--- src/rtl/noise_scan_ctrl_pkg.sv ---
// noise_scan_pkg: shared defaults and the per-channel filter state record
// used by the noise_scan_ctrl scan scheduler and its filter step.
// The cnt field is sized for DEF_CONFIRM, so any CONFIRM override on the
// top must still fit in CNT_W bits.
package noise_scan_pkg;

  localparam int DEF_N_CH     = 8;
  localparam int DEF_PRESCALE = 1000;
  localparam int DEF_CONFIRM  = 2;

  localparam int CNT_W = $clog2(DEF_CONFIRM + 1);

  typedef struct packed {
    logic             lvl;
    logic [CNT_W-1:0] cnt;
  } chan_state_t;

endpackage

--- src/rtl/noise_scan_ctrl_if.sv ---
// noise_scan_ctrl_if: raw inputs and enables going into the scan scheduler,
// debounced levels, edge events and the end-of-scan strobe coming out.
// The master side drives inputs; the slave side is noise_scan_ctrl.
interface noise_scan_ctrl_if import noise_scan_pkg::*; #(
  parameter int N_CH = DEF_N_CH
) ();

  logic [N_CH-1:0] d_in;
  logic [N_CH-1:0] en_mask;
  logic [N_CH-1:0] q_out;
  logic [N_CH-1:0] rise;
  logic [N_CH-1:0] fall;
  logic            scan_done;

  modport master (
    output d_in,
    output en_mask,
    input  q_out,
    input  rise,
    input  fall,
    input  scan_done
  );

  modport slave (
    input  d_in,
    input  en_mask,
    output q_out,
    output rise,
    output fall,
    output scan_done
  );

endinterface

--- src/rtl/noise_scan_ctrl_filter_step.sv ---
// noise_filter_step: combinational next-state for one channel of the shared
// noise filter. A new level is only accepted after CONFIRM consecutive
// visits that disagree with the current level; any agreeing or masked
// visit throws the partial count away.
module noise_filter_step import noise_scan_pkg::*; #(
  parameter int CONFIRM = DEF_CONFIRM
) (
  input  logic        d,
  input  logic        en,
  input  chan_state_t cur,
  output chan_state_t nxt,
  output logic        evt_rise,
  output logic        evt_fall
);

  logic [CNT_W:0] cntInc;

  assign cntInc = {1'b0, cur.cnt} + (CNT_W + 1)'(1);

  // Decide whether this visit clears, advances or completes the disagreement run
  always_comb begin
    nxt      = cur;
    evt_rise = 1'b0;
    evt_fall = 1'b0;
    if (!en) begin
      nxt.cnt = '0;
    end else if (d == cur.lvl) begin
      nxt.cnt = '0;
    end else if (cntInc == (CNT_W + 1)'(CONFIRM)) begin
      nxt.lvl  = d;
      nxt.cnt  = '0;
      evt_rise = d;
      evt_fall = ~d;
    end else begin
      nxt.cnt = cntInc[CNT_W-1:0];
    end
  end

endmodule

--- src/rtl/noise_scan_ctrl.sv ---
// noise_scan_ctrl: round-robin scan scheduler sharing one noise filter
// among N_CH asynchronous inputs. A prescaler produces one tick every
// PRESCALE cycles; each tick filters the channel under the pointer.
// Optional feature macro: NOISE_SCAN_EVENT_EN builds the rise/fall event
// registers; without it rise and fall are tied to 0.
module noise_scan_ctrl import noise_scan_pkg::*; #(
  parameter int N_CH     = DEF_N_CH,
  parameter int PRESCALE = DEF_PRESCALE,
  parameter int CONFIRM  = DEF_CONFIRM
) (
  input  logic              clk,
  input  logic              reset,
  noise_scan_ctrl_if.slave  bus
);

  localparam int PW = $clog2(PRESCALE);
  localparam int CW = $clog2(N_CH);
  localparam logic [PW-1:0] PCNT_LAST = PW'(PRESCALE - 1);
  localparam logic [CW-1:0] CH_LAST   = CW'(N_CH - 1);

  logic [N_CH-1:0] syncMeta_q;
  logic [N_CH-1:0] dSync_q;
  logic [PW-1:0]   pcnt_q;
  logic [CW-1:0]   chPtr_q;
  logic            scanDone_q;
  logic            tick;

  chan_state_t chanState_q [N_CH];
  chan_state_t chanState_d [N_CH];
  chan_state_t curState;
  chan_state_t stepState;
  logic        stepRise;
  logic        stepFall;
  logic [N_CH-1:0] levels;

  // Two-flop synchronizer bringing the raw inputs into the clk domain
  always_ff @(posedge clk) begin
    if (reset) begin
      syncMeta_q <= '0;
      dSync_q    <= '0;
    end else begin
      syncMeta_q <= bus.d_in;
      dSync_q    <= syncMeta_q;
    end
  end

  assign tick = (pcnt_q == PCNT_LAST);

  // Prescaler and channel pointer; the pointer moves one channel per tick
  always_ff @(posedge clk) begin
    if (reset) begin
      pcnt_q     <= '0;
      chPtr_q    <= '0;
      scanDone_q <= 1'b0;
    end else begin
      pcnt_q     <= tick ? '0 : pcnt_q + PW'(1);
      scanDone_q <= tick && (chPtr_q == CH_LAST);
      if (tick) begin
        chPtr_q <= (chPtr_q == CH_LAST) ? '0 : chPtr_q + CW'(1);
      end
    end
  end

  assign curState = chanState_q[chPtr_q];

  noise_filter_step #(
    .CONFIRM (CONFIRM)
  ) u_step (
    .d        (dSync_q[chPtr_q]),
    .en       (bus.en_mask[chPtr_q]),
    .cur      (curState),
    .nxt      (stepState),
    .evt_rise (stepRise),
    .evt_fall (stepFall)
  );

  // Only the channel under the pointer picks up the filter result on a tick
  always_comb begin
    for (int i = 0; i < N_CH; i++) begin
      chanState_d[i] = chanState_q[i];
    end
    if (tick) begin
      chanState_d[chPtr_q] = stepState;
    end
  end

  // Per-channel filter state array
  always_ff @(posedge clk) begin
    if (reset) begin
      for (int i = 0; i < N_CH; i++) begin
        chanState_q[i] <= '0;
      end
    end else begin
      for (int i = 0; i < N_CH; i++) begin
        chanState_q[i] <= chanState_d[i];
      end
    end
  end

  // Debounced levels come straight from the registered lvl bits
  always_comb begin
    levels = '0;
    for (int i = 0; i < N_CH; i++) begin
      levels[i] = chanState_q[i].lvl;
    end
  end

  assign bus.q_out     = levels;
  assign bus.scan_done = scanDone_q;

`ifdef NOISE_SCAN_EVENT_EN
  logic [N_CH-1:0] rise_q;
  logic [N_CH-1:0] fall_q;
  logic [N_CH-1:0] rise_d;
  logic [N_CH-1:0] fall_d;

  // Place this tick's accepted edge on the serviced channel's bit
  always_comb begin
    rise_d = '0;
    fall_d = '0;
    if (tick) begin
      rise_d[chPtr_q] = stepRise;
      fall_d[chPtr_q] = stepFall;
    end
  end

  // Event registers, so each edge is visible for exactly one cycle
  always_ff @(posedge clk) begin
    if (reset) begin
      rise_q <= '0;
      fall_q <= '0;
    end else begin
      rise_q <= rise_d;
      fall_q <= fall_d;
    end
  end

  assign bus.rise = rise_q;
  assign bus.fall = fall_q;
`else
  logic unusedEvt;

  assign unusedEvt = stepRise | stepFall;
  assign bus.rise  = '0;
  assign bus.fall  = '0;
`endif

endmodule
--- src/flat_wrapper.sv ---
// flat-port wrapper written by rule: the top's interface ports become plain ports
module noise_scan_ctrl_flat import noise_scan_pkg::*;
#(
  parameter int N_CH     = DEF_N_CH,
  parameter int PRESCALE = DEF_PRESCALE,
  parameter int CONFIRM  = DEF_CONFIRM
)
  (clk, reset, bus_d_in, bus_en_mask, bus_q_out, bus_rise, bus_fall, bus_scan_done);
  noise_scan_ctrl_if #(.N_CH(N_CH)) bus_i ();
  input  logic clk;
  input  logic reset;
  input wire logic [$bits(bus_i.d_in)-1:0] bus_d_in;
  input wire logic [$bits(bus_i.en_mask)-1:0] bus_en_mask;
  output wire logic [$bits(bus_i.q_out)-1:0] bus_q_out;
  output wire logic [$bits(bus_i.rise)-1:0] bus_rise;
  output wire logic [$bits(bus_i.fall)-1:0] bus_fall;
  output wire logic [$bits(bus_i.scan_done)-1:0] bus_scan_done;
  assign bus_i.d_in = bus_d_in;
  assign bus_i.en_mask = bus_en_mask;
  assign bus_q_out = bus_i.q_out;
  assign bus_rise = bus_i.rise;
  assign bus_fall = bus_i.fall;
  assign bus_scan_done = bus_i.scan_done;
  noise_scan_ctrl #(.N_CH(N_CH), .PRESCALE(PRESCALE), .CONFIRM(CONFIRM)) u_core (.clk(clk), .reset(reset), .bus(bus_i));
endmodule
--- config.mk ---
export PLATFORM = sky130hd
export DESIGN_NAME = noise_scan_ctrl_flat
export DESIGN_NICKNAME = d
export VERILOG_FILES = /design/src/rtl/noise_scan_ctrl_pkg.sv /design/src/rtl/noise_scan_ctrl_if.sv /design/src/rtl/noise_scan_ctrl_filter_step.sv /design/src/rtl/noise_scan_ctrl.sv /design/src/flat_wrapper.sv
export SDC_FILE = /design/constraint.sdc
export NUM_CORES = 1
export LEC_CHECK = 0
export BUFFER_PORTS_ARGS = -buffer_cell sky130_fd_sc_hd__buf_2
export CAP_MARGIN = 20
export CORE_ASPECT_RATIO = 0.8
export CORE_UTILIZATION = 55
export CTS_CLUSTER_DIAMETER = 80
export DETAILED_ROUTE_END_ITERATION = 7
export GPL_ROUTABILITY_DRIVEN = 0
export PLACE_DENSITY = 0.85
export SYNTH_ARGS = -nofsm -noshare
export SYNTH_HDL_FRONTEND = slang
export SYNTH_SLANG_ARGS = --single-unit
--- constraint.sdc ---
create_clock -name clk -period 3 [get_ports clk]
set_clock_uncertainty 0.15 [all_clocks]
set_input_delay 0.3 -clock clk [delete_from_list [all_inputs] [get_ports clk]]
set_output_delay 0.3 -clock clk [all_outputs]
set_load 0.05 [all_outputs]
==> metrics.md <==
| Metric | Value |
|---|---|
| Pwr per Cell Area | 577.9 nW/µm² |
| Final WS setup | 320.8 ps |
| H-Tree Depth | 3 |
| Full die area | 4954 µm² |
| Share of layout cells above drive strength 1 | 0.2344 |
| Worst-Margin Slew | 777.6 ps |
| Initial Utilization | 0.5931 |
| Detail Placement HPWL | 3.172 mm |
| WHS Endpoint | u_core.syncMeta_q[3] |
| First-pass GRT wire length | 7.500 mm |
| Diodes inserted | 0 |
| Post-Route WL | 4.499 mm |
| Final hold violations | 0 |
| Routed Antenna Nets | 0 |
| Mapped Area | 2571 µm² |
| Status | finished clean |
| Worst hold path type | in -> reg |
| Crit. End Element | flop |
| Max Fclk | 373.2 MHz |
| Bufs on Longest Clock Path | 2 |
| Ys async rst share | 0 |
| Worst-path clk slew | 60 ps |
| Die H | 63.16 µm |
| Min Hold Slack | 29.85 ps |
| Worst Reg-to-Reg Cells | 6 |
| Area contributors post-synth | dfxtp_1, nand3b_1, buf_4 |
| Core Rows | 21 |
| Startpoint Class | flop |
| Syn Area/Cell | 10.33 µm² |
| RR Startpoint | u_core.chPtr_q[0] |
| Gr usage total | 0.2057 |
| Hold Path Origin | bus_d_in[3] |
| Slew Limit Fails | 0 |
| RSZ-0062 raised after global routing | no |
| Pre-CTS WS | 321.9 ps |
| Synth-to-Final Area Change | 10.41% |
| Post-cts sizing count | 0 |
| Crit share post-route | 0.8931 |
| Worst-Skew Late Latency | 330 ps |
| Maximum vdd drop | 0.5927 mV |
| Clock Tree Root | clkbuf_8 |
| Crit Path Max Fanout | 14 |
| Congestion Overflow GR | 0 |
| Synth Warn # | 0 |
| Largest net degree at the start of global routing | 31 |
| Top FF cell, synth | dfxtp_1 |
| Cts hold-fix bufs | 0 |
| CP Class | reg -> reg |
| Post-synthesis sequential area ratio | 0.4438 |
| DR iter-0 viols | 99 |
| Vias in the first global route | 1596 |
| CTS tree | done |
| Post-synth top area cell | dfxtp_1 |
| Worst EP arrival | 2790 ps |
| Via/cell ratio | 5.342 |
| RR Endpoint | u_core.chanState_q[7][1] |
| Number of buffers created by CTS | 9 |
| CTS sink cnt | 57 |
| Unique cell type count in the Yosys netlist | 41 |
| Core Area | 4335 µm² |
| Post-synth EDFFs | 0 |
| Post-Synthesis Cells | 249 |
| Via count | 1763 |
| Max_cap viols | 0 |
| Lkg Pwr | 1.098 nW |
| I/O Pins | 43 |
| Required @ worst endpoint | 3110 ps |
| Die W | 78.45 µm |
| CP Launch Point | u_core.chPtr_q[0] |
| Initial antenna violation count | 0 |
| Worst hold stages | 2 |
| # setup viols final | 0 |
| Reg2Reg Setup Slack | 320 ps |
| Synth Register Bits | 57 |
| Post-CTS setup buffers | 0 |
| Router iterations before antenna repair | 4 |
| Drt drc | 0 |
| Share of the synthesized area in the top cell type | 0.4438 |
| # nets final | 289 |
| IO Port Bufs | 26 |
| Max_slew headroom | 0.4768 |
| Setup TNS | 0 ps |
| Fin util | 0.6548 |
| WL per Instance | 13.63 µm |
| Crit path time final | 2679 ps |
[synthesized netlist by cell type, types with 2 or more instances]
library cell and n:
ha_1 3, and3_1 2, dfxtp_1 57, nand2_1 4, nor2_1 21, o21ai_1 17, nand3b_1 26, inv_1 3
or3_1 2, mux2i_1 7, xor2_1 4, xnor2_1 2, clkbuf_1 8, mux4_1 3, a21oi_1 2, nor2b_1 18
mux4_2 5, nand3_1 8, buf_2 2, o21ai_0 2, nand4_1 2, o21ai_2 8, buf_4 25
[logic make-up (layout without fill, tap and decap cells)]
| kind of cell | after synthesis | count (layout) | share of synthesized area |
|---|---|---|---|
| other | 1 | 16 | 0.001458 |
| muxes | 19 | 19 | 0.1246 |
| DFF | 57 | 57 | 0.4438 |
| AOI/OAI and AO/OA | 33 | 33 | 0.08662 |
| and+or+nand+nor | 90 | 90 | 0.2049 |
| adders and majority gates | 3 | 3 | 0.01460 |
| buffers and inverters | 39 | 48 | 0.09732 |
| xor gates and xnor gates | 7 | 7 | 0.02677 |
[power breakdown]
part / leakage [nW] / switching, W / internal (W)
registers: 0.463 / 0.00000605 / 0.000771
logic: 0.519 / 0.0000675 / 0.0000268
clock network: 0.116 / 0.000272 / 0.000497
total: 1.10 / 0.000346 / 0.00129
[cells in the final DEF (no fill, tap or decap), drive strengths merged, types with 2 or more instances in the layout]
cell type,n
clkbuf,15
a21oi,2
nand4,2
xnor2,2
o21ai,27
nand3b,26
inv,3
or2,2
mux2i,9
nor2b,18
mux4,8
nand2,4
xor2,5
or3,2
nor2,21
mux2,2
and3,2
nand3,8
conb,16
dfxtp,57
ha,3
buf,29
[flip-flops by register name (all words and copies together), names as in the netlist, named ones only]
name / count
u_core.bus.scan_done: 1
u_core.chPtr_q: 3
u_core.chanState_q: 24
u_core.dSync_q: 8
u_core.pcnt_q: 10
u_core.syncMeta_q: 8
[stage by stage]
stage,total power [W],cell area (µm²),instances
finish,0.001641,2839,330
detailed placement,0.0008869,2613,314
CTS,0.001662,2839,330
global route,0.001701,2839,330
global placement,0.0008854,2613,314
floorplan,0.0008849,2628,264
[worst max path at each step]
stage / to / cells past startpoint
3_3_place_gp: u_core.chanState_q[7][1] / 6
6_report: u_core.chanState_q[7][1] / 6
3_5_place_dp: u_core.chanState_q[7][1] / 6
2_1_floorplan: u_core.chanState_q[7][1] / 8
5_1_grt: u_core.chanState_q[7][1] / 6
4_1_cts: u_core.chanState_q[5][1] / 6
[area by class of cell]
cell class | instances | area, µm²
Tap cell | 57 | 71.32
Sequential cell | 57 | 1141
Multi-Input combinational cell | 168 | 1236
Inverter | 3 | 11.26
Clock inverter | 1 | 30.03
Fill cell | 350 | 1496
Clock buffer | 15 | 196.4
Timing Repair Buffer | 29 | 152.6
[worst max-delay path, cell delays in order, from the launching register on]
cell and delay, ps:
dfxtp_1 640, mux4_1 670, mux2i_4 210, xor2_2 190
o211ai_4 140, or2_1 420, o21ai_2 190
[layer usage]
| metal | vias to the layer above | share of wire | global-route usage |
|---|---|---|---|
| met5 | - | 0 | 0 |
| met4 | 0 | 0.026 | 0.1134 |
| met3 | 10 | 0.069 | 0.08406 |
| met2 | 71 | 0.43 | 0.2862 |
| met1 | 813 | 0.48 | 0.2691 |
| li1 | 869 | - | - |
Power figures use the tool's default switching activity.
